## config.mk

```make
export PLATFORM = sky130hd
export DESIGN_NAME = cpu_seq_ctrl
export DESIGN_NICKNAME = d
export VERILOG_FILES = /design/src/rtl/salamander_pkg.sv /design/src/rtl/cpu_seq_ctrl_instr_reg.sv /design/src/rtl/cpu_seq_ctrl.sv
export SDC_FILE = /design/constraint.sdc
export NUM_CORES = 1
export LEC_CHECK = 0
export CAP_MARGIN = 5
export CORE_AREA = 3 3 48 50
export DETAILED_ROUTE_END_ITERATION = 10
export DIE_AREA = 0 0 51 53
export PLACE_DENSITY = 0.71
export SYNTH_ARGS = -nofsm -noshare
export SYNTH_HDL_FRONTEND = slang
export SYNTH_SLANG_ARGS = --single-unit
```

## constraint.sdc

```tcl
create_clock -name clk -period 2 [get_ports clk]
set_input_delay 0.4 -clock clk [delete_from_list [all_inputs] [get_ports clk]]
set_output_delay 0.4 -clock clk [all_outputs]
set_load 0.02 [all_outputs]
```

## src/rtl/salamander_pkg.sv

```systemverilog
//==============================================================================
// Module      : salamander_pkg
// Description : Shared types and constants for the salamander sequencer.
//               Holds the FSM state encoding, the opcode set, the PC and
//               instruction widths, and small opcode-classification helpers
//               used by both the sequencer and its instruction register.
// Revision    : 1.0 - initial release
//==============================================================================
`default_nettype none

package salamander_pkg;

  // Program counter width; the PC instance is built with this value.
  localparam int PC_SIZE    = 5;
  // Instruction width: [5:3] opcode, [2:1] register address, [0] carry-in enable.
  localparam int INSTR_SIZE = 6;

  typedef enum logic [2:0] {
    IDLE       = 3'd0,
    FETCH      = 3'd1,
    DECODE     = 3'd2,
    EXEC       = 3'd3,
    WRITE_BACK = 3'd4,
    HALT       = 3'd5
  } state_t;

  typedef enum logic [2:0] {
    OP_NOP = 3'b000,
    OP_ADD = 3'b001,
    OP_SUB = 3'b010,
    OP_AND = 3'b011,
    OP_OR  = 3'b100,
    OP_LD  = 3'b101,
    OP_ST  = 3'b110,
    OP_HLT = 3'b111
  } opcode_t;

  // Opcodes that drive the ALU in EXEC and load the accumulator in WRITE_BACK.
  function automatic logic is_alu_op(input opcode_t op);
    return (op == OP_ADD) || (op == OP_SUB) || (op == OP_AND) ||
           (op == OP_OR)  || (op == OP_LD);
  endfunction

  // Arithmetic opcodes: consume a carry-in and update the carry flag.
  function automatic logic is_arith_op(input opcode_t op);
    return (op == OP_ADD) || (op == OP_SUB);
  endfunction

endpackage : salamander_pkg

`default_nettype wire

```

## src/rtl/cpu_seq_ctrl_instr_reg.sv

```systemverilog
//==============================================================================
// Module      : instr_reg
// Description : Instruction register plus carry flag for the sequencer.
//               The instruction loads on i_load; the carry flag loads i_carry
//               on i_carry_upd and otherwise holds. Both clear on reset.
// Ports       : clk, rstn          - clock, async active-low reset
//               i_load, i_instr    - instruction load enable and data
//               i_carry_upd        - carry flag update enable
//               i_carry            - new carry value (ALU carry out)
//               o_instr            - registered instruction
//               o_carry_flag       - registered carry flag
// Revision    : 1.0 - initial release
//==============================================================================
`default_nettype none

module instr_reg
  import salamander_pkg::*;
(
  input  logic                  clk,
  input  logic                  rstn,
  input  logic                  i_load,
  input  logic [INSTR_SIZE-1:0] i_instr,
  input  logic                  i_carry_upd,
  input  logic                  i_carry,
  output logic [INSTR_SIZE-1:0] o_instr,
  output logic                  o_carry_flag
);

  logic [INSTR_SIZE-1:0] r_instr;
  logic                  r_carry_flag;

  always_ff @(posedge clk or negedge rstn) begin
    if (!rstn) begin
      r_instr      <= '0;
      r_carry_flag <= 1'b0;
    end else begin
      if (i_load) begin
        r_instr <= i_instr;
      end
      if (i_carry_upd) begin
        r_carry_flag <= i_carry;
      end
    end
  end

  assign o_instr      = r_instr;
  assign o_carry_flag = r_carry_flag;

endmodule : instr_reg

`default_nettype wire

```

## src/rtl/cpu_seq_ctrl.sv

```systemverilog
//==============================================================================
// Module      : cpu_seq_ctrl
// Description : Four-cycle instruction sequencer
//               (FETCH -> DECODE -> EXEC -> WRITE_BACK) for the salamander
//               accumulator CPU. Emits single-cycle ALU, accumulator,
//               register-file and PC strobes, and stops in a sticky HALT on
//               an HLT opcode or after the last program address.
// Ports       : clk, rstn              - clock, async active-low reset
//               start_i                - run request, sampled in IDLE only
//               instr_i                - program memory data (valid in DECODE)
//               max_size_reached_i     - PC is at its last address
//               carry_i                - ALU carry out (sampled in WRITE_BACK)
//               pc_inc_o               - PC increment strobe (WRITE_BACK)
//               op_code_o, rf_addr_o   - fields of the instruction register
//               alu_en_o, carry_in_o   - ALU enable / carry-in (EXEC)
//               acc_ce_o, rf_we_o      - accumulator / register-file write
//               carry_flag_o           - stored carry flag
//               state_o, busy_o, halted_o - status
// Revision    : 1.0 - initial release
//==============================================================================
`default_nettype none

module cpu_seq_ctrl #(
  parameter int PC_SIZE    = 5,
  parameter int INSTR_SIZE = 6
) (
  input  logic                  clk,
  input  logic                  rstn,
  input  logic                  start_i,
  input  logic [INSTR_SIZE-1:0] instr_i,
  input  logic                  max_size_reached_i,
  input  logic                  carry_i,
  output logic                  pc_inc_o,
  output logic [2:0]            op_code_o,
  output logic [1:0]            rf_addr_o,
  output logic                  alu_en_o,
  output logic                  carry_in_o,
  output logic                  acc_ce_o,
  output logic                  rf_we_o,
  output logic                  carry_flag_o,
  output logic [2:0]            state_o,
  output logic                  busy_o,
  output logic                  halted_o
);

  import salamander_pkg::*;

  // The sequencer is built around a fixed 6-bit instruction format and a PC
  // sized by the package; reject any other configuration at elaboration.
  if ((INSTR_SIZE != salamander_pkg::INSTR_SIZE) ||
      (PC_SIZE    != salamander_pkg::PC_SIZE)) begin : g_cfg_check
    $error("cpu_seq_ctrl: PC_SIZE/INSTR_SIZE must match salamander_pkg");
  end

  //--------------------------------------------------------------------------
  // Registers
  //--------------------------------------------------------------------------
  state_t r_state;
  logic   r_busy;
  logic   r_halted;
  logic   r_pc_inc;
  logic   r_alu_en;
  logic   r_cin_en;
  logic   r_acc_ce;
  logic   r_rf_we;

  //--------------------------------------------------------------------------
  // Wires
  //--------------------------------------------------------------------------
  logic [INSTR_SIZE-1:0] w_instr;
  logic                  w_carry_flag;
  opcode_t               w_op;        // opcode held in the instruction register
  opcode_t               w_dec_op;    // opcode arriving on instr_i during DECODE
  logic                  w_ir_load;
  logic                  w_carry_upd;

  assign w_op     = opcode_t'(w_instr[5:3]);
  assign w_dec_op = opcode_t'(instr_i[5:3]);

  // Memory data is valid in DECODE; capture it on the edge leaving DECODE.
  assign w_ir_load   = (r_state == DECODE);
  // Only ADD/SUB move the carry flag, on the edge leaving WRITE_BACK.
  assign w_carry_upd = (r_state == WRITE_BACK) && is_arith_op(w_op);

  instr_reg u_instr_reg (
    .clk          (clk),
    .rstn         (rstn),
    .i_load       (w_ir_load),
    .i_instr      (instr_i),
    .i_carry_upd  (w_carry_upd),
    .i_carry      (carry_i),
    .o_instr      (w_instr),
    .o_carry_flag (w_carry_flag)
  );

  //--------------------------------------------------------------------------
  // Sequencer FSM. Strobes are registered: each one is computed on the edge
  // that enters the state in which it must be high, so it is a clean
  // one-cycle pulse aligned with that state.
  //--------------------------------------------------------------------------
  always_ff @(posedge clk or negedge rstn) begin
    if (!rstn) begin
      r_state  <= IDLE;
      r_busy   <= 1'b0;
      r_halted <= 1'b0;
      r_pc_inc <= 1'b0;
      r_alu_en <= 1'b0;
      r_cin_en <= 1'b0;
      r_acc_ce <= 1'b0;
      r_rf_we  <= 1'b0;
    end else begin
      // Strobes default low; the case below raises at most one cycle's worth.
      r_pc_inc <= 1'b0;
      r_alu_en <= 1'b0;
      r_cin_en <= 1'b0;
      r_acc_ce <= 1'b0;
      r_rf_we  <= 1'b0;

      case (r_state)
        IDLE: begin
          if (start_i) begin
            r_state <= FETCH;
            r_busy  <= 1'b1;
          end
        end

        FETCH: begin
          r_state <= DECODE;
        end

        DECODE: begin
          // The instruction register loads on this same edge, so EXEC
          // strobes are decoded straight from the memory data.
          r_state  <= EXEC;
          r_alu_en <= is_alu_op(w_dec_op);
          r_cin_en <= is_arith_op(w_dec_op);
        end

        EXEC: begin
          r_state  <= WRITE_BACK;
          r_acc_ce <= is_alu_op(w_op);
          r_rf_we  <= (w_op == OP_ST);
          r_pc_inc <= (w_op != OP_HLT);
        end

        WRITE_BACK: begin
          // Reaching the last address ends the program; the PC never wraps.
          if ((w_op == OP_HLT) || max_size_reached_i) begin
            r_state  <= HALT;
            r_busy   <= 1'b0;
            r_halted <= 1'b1;
          end else begin
            r_state <= FETCH;
          end
        end

        HALT: begin
          r_state <= HALT;
        end

        default: begin
          r_state  <= IDLE;
          r_busy   <= 1'b0;
          r_halted <= 1'b0;
        end
      endcase
    end
  end

  //--------------------------------------------------------------------------
  // Outputs
  //--------------------------------------------------------------------------
  assign state_o      = r_state;
  assign busy_o       = r_busy;
  assign halted_o     = r_halted;
  assign pc_inc_o     = r_pc_inc;
  assign alu_en_o     = r_alu_en;
  assign acc_ce_o     = r_acc_ce;
  assign rf_we_o      = r_rf_we;
  assign op_code_o    = w_instr[5:3];
  assign rf_addr_o    = w_instr[2:1];
  assign carry_flag_o = w_carry_flag;
  // r_cin_en marks EXEC of ADD/SUB; the flag cannot change until WRITE_BACK
  // ends, so gating with the stored flag and enable bit is stable here.
  assign carry_in_o   = r_cin_en & w_instr[0] & w_carry_flag;

endmodule : cpu_seq_ctrl

`default_nettype wire

```

==> results <==
- The flow ran to the end, and the final reports show no timing, DRC or antenna violations.
- In this run the horizontal extent of the chip is approximately 51 um.
- The net count of the mapped netlist is between 70 and 80.
- In the final layout, the share of cells above drive strength 1 is 0.1512.
- At the pin with the least slew margin, the transition time is 0.3999 ns.
- The netlist uses 23 different library cells.
- The initial utilization of the core area, before any placement, comes to 0.3898.
- After synthesis the netlist holds a flip-flop and latch count of 17.
- The relative max-transition margin is 0.7331.
- The clock insertion delay at the later pin of the skew report is 0.28 ns.
- The post-detailed-routing wire length is about 1.3 mm.
- The most common library cell in the layout ignoring fill and taps is sky130_fd_sc_hd__clkdlybuf4s50_1.
- The die covers 2703 um2.
- The clock passes through at most 2 buffers.
- Setup repair after global routing left no endpoint under its margin.
- The number of sinks driven by the clock tree is 17.
- The final design instance area without fill is around 1000 um2.
- The startpoint class of the critical path is a flop.
- For this run, the number of Yosys warnings is 0.
- In this run, the number of DRC markers left after iteration 0 of detailed routing was 11.
- The post-route setup TNS is 0 ns.
- In this run, placement finished with an instance count of 109.
- Of the total power, the share spent switching nets is 0.3899.
- In this run the cell area of the synthesized design comes to 757.0 um2.
- After clock tree synthesis, the clock-pin slew on the worst setup and hold paths is 0.09 ns.
- For this run, the number of standard cells in the final layout without fillers is 113.
- The cell count after synthesis came out at 62.
- The number of global-route vias before repair was 555.
- The floorplan has 16 rows.
- The initial antenna violation count was 0.
- Across all register-to-register paths, the minimum setup slack is 0.50 ns.
- The shortest period the worst path allows is 1.919 ns.
- The library cells used most frequently in the layout, excluding fill and tap cells, are 26 x sky130_fd_sc_hd__clkdlybuf4s50_1, 17 x sky130_fd_sc_hd__dfrtp_1, 7 x sky130_fd_sc_hd__mux2_2.
- The power density of the placed cells is 1582 nW/um2.
- Of the total power, registers draw 0.409.
- The switching power total is 0.0006343 W.
- The core area is 1942 um2.
- Timing would allow up to approximately 520 MHz.
- The number of buffers added for setup after CTS is 0.
- The number of buffers created by CTS is 3.
- The first global-routing pass estimated 2.263 mm of wire.
- The biggest area contributor in the post-synthesis netlist is sky130_fd_sc_hd__dfrtp_1.
- The share of synthesized area in the top cell type comes to 0.5620.
- The share of total power dissipated in combinational logic is 0.483.
- The number of nets with antenna violations after routing is 0.
- Counting both buffers and inverters, the worst setup path holds a total of 1.
- The worst endpoint data arrival time is 1.52 ns.
- The number of setup violations in the final report is 0.
- The pin count of the biggest net entering global routing is 18.
- In this run the count of I/O pins placed on the die edge is 27.
- The static leakage is approximately 0.43 nW.
- For this run the aggregate overflow at the end of global routing stands at 0.
- The area overhead of the layout relative to synthesis is 35.87%.
- TritonCTS built the clock tree.
- OpenSTA, run right after detailed placement, puts the worst setup slack at 0.3902 ns.
- The detailed-route wire length per cell is 11.89 um.
- The kind of cell with the highest combined delay along the critical path is buffers and inverters.
- Walking the worst path, the cells encountered are clkdlybuf4s50_1.
- Cell internal power was estimated by the tool at 0.0009926 W.
- The share of total power dissipated in the clock network is 0.109.
- The classification of the worst-slack hold path is in2async.
- In the final design database the tool counted 98 nets.
- The kind of end point of the critical path is a primary output.
- The remaining routing DRC violations is 0.
- By area the synthesized netlist is led by sky130_fd_sc_hd__dfrtp_1 56%, sky130_fd_sc_hd__mux2_2 10%, sky130_fd_sc_hd__buf_4 6.0%.
- The share of the clock period used by the worst path is 0.9594.
- The critical path startpoint is state_o[2].
- Using the TritonRoute via totals, the vias-per-cell ratio works out to 4.761.
- The maximum fanout along the worst path is 10.
- Detailed placement ended at an HPWL of roughly 1.0 mm.
- Max-cap violations in this run came to 0.
- At the worst endpoint, the required time is around 1.6 ns.
- After clock tree synthesis, the flow added hold-fix buffers numbering 0.
- The repair_antennas step left the layout with diodes totalling 0.
- The CTS H-tree depth is 1.
- The worst stage delay on the critical path is 0.67 ns.
- The final hold violation count is 0.
- The cell area after placement is around 1000 um2.
- The quantity of I/O buffers inserted on ports is 26.
- In the post-route analysis, the smallest setup slack over all paths is 0.08116 ns.
- The kind of critical path is reg2out.
- The launch point of the worst reg-to-reg path is state_o[1].
- The first TritonRoute pass finished after 4 iterations.
- For this run, the total global-route usage over all layers was measured as 0.1154.
- The post-synthesis area per instance is 12.21 um2.
- The root cell of the clock tree is sky130_fd_sc_hd__clkbuf_4.
- The cell with the largest stage delay on the worst path is sky130_fd_sc_hd__clkdlybuf4s50_1.
- For the final database, setup skew stands at 0.004740 ns.
- IR analysis of the VDD net gives a maximum drop of between 700 and 800 uV.
- The total count of max-transition violations in the final report came to 0.
- Once layout is complete, the utilization of the core stands at 0.5296.
- The die is roughly 53 um tall.
- The final weighted congestion in routability-driven placement is 0.7695.
- The number of gates resized after CTS was 0.
- Of the synthesized area, sequential elements account for 0.5620.
- The vias after detailed routing is 538.
-- power by group through the flow --
stage               sequential [W]  combinational [W]  clock [W]
finish                    0.000665           0.000785   0.000177
global route              0.000700           0.000839   0.000194
CTS                       0.000663           0.000797   0.000184
detailed placement        0.000669           0.000793          0
global placement          0.000659           0.000782          0
floorplan                 0.000706           0.000491          0
-- Yosys cell counts --
cell type / number
sky130_fd_sc_hd__xnor2_1: 1
sky130_fd_sc_hd__mux2i_1: 1
sky130_fd_sc_hd__a31oi_1: 2
sky130_fd_sc_hd__o21ai_0: 3
sky130_fd_sc_hd__o31ai_1: 1
sky130_fd_sc_hd__buf_6: 1
sky130_fd_sc_hd__nor3_1: 2
sky130_fd_sc_hd__o21bai_1: 1
sky130_fd_sc_hd__xor2_1: 2
sky130_fd_sc_hd__nand2_1: 2
sky130_fd_sc_hd__nor3b_4: 1
sky130_fd_sc_hd__and3_1: 1
sky130_fd_sc_hd__nor2_1: 4
sky130_fd_sc_hd__nand3b_1: 1
sky130_fd_sc_hd__buf_4: 6
sky130_fd_sc_hd__a31o_2: 1
sky130_fd_sc_hd__a21oi_1: 4
sky130_fd_sc_hd__mux2_2: 7
sky130_fd_sc_hd__dfrtp_1: 17
sky130_fd_sc_hd__nand4_1: 1
sky130_fd_sc_hd__nand2b_1: 1
sky130_fd_sc_hd__inv_1: 1
sky130_fd_sc_hd__nor3b_1: 1
-- cell type report --
class	instances	area, um2
Timing Repair Buffer	27	267.8
Sequential cell	17	425.4
Multi-Input combinational cell	37	271.5
Clock buffer	4	26.28
Tap cell	27	33.78
Inverter	1	3.754
Fill cell	177	913.4
-- state kept, by name, summed over array words and instances, names as in the netlist --
signal / cells
halted_o: 1
alu_en_o: 1
u_instr_reg.o_instr: 6
r_cin_en: 1
rf_we_o: 1
pc_inc_o: 1
acc_ce_o: 1
busy_o: 1
state_o: 3
u_instr_reg.o_carry_flag: 1
-- metrics by stage --
step / hold WS, ns / power, W
floorplan: 0.1044 / 0.001197
global placement: 0.4825 / 0.001442
detailed placement: 0.4936 / 0.001462
CTS: 0.4324 / 0.001644
global route: 0.4369 / 0.001733
finish: 0.4301 / 0.001627
-- cell families after synthesis --
| group | synth area share |
|---|---|
| flops | 0.5620 |
| simple gates | 0.1124 |
| compound gates | 0.09422 |
| mux | 0.1174 |
| buf+inv | 0.07933 |
| xor+xnor | 0.03472 |
-- per-layer routing --
metal / routed length, um / global-route usage
met5: 0 / 0
met4: 8 / 0.08072
met3: 91 / 0.02254
met2: 658 / 0.1867
met1: 585 / 0.1375
-- path summary, 6_finish.rpt --
kind	end	depth (start not counted)
min in group clk	u_instr_reg.o_instr[0]	1
max in group asynchronous	alu_en_o	2
max	state_o[2]	1
min	halted_o	2
max reg2reg	u_instr_reg.o_instr[1]	2
min reg2reg	u_instr_reg.o_instr[0]	1
(Power assumes the default switching activity.)
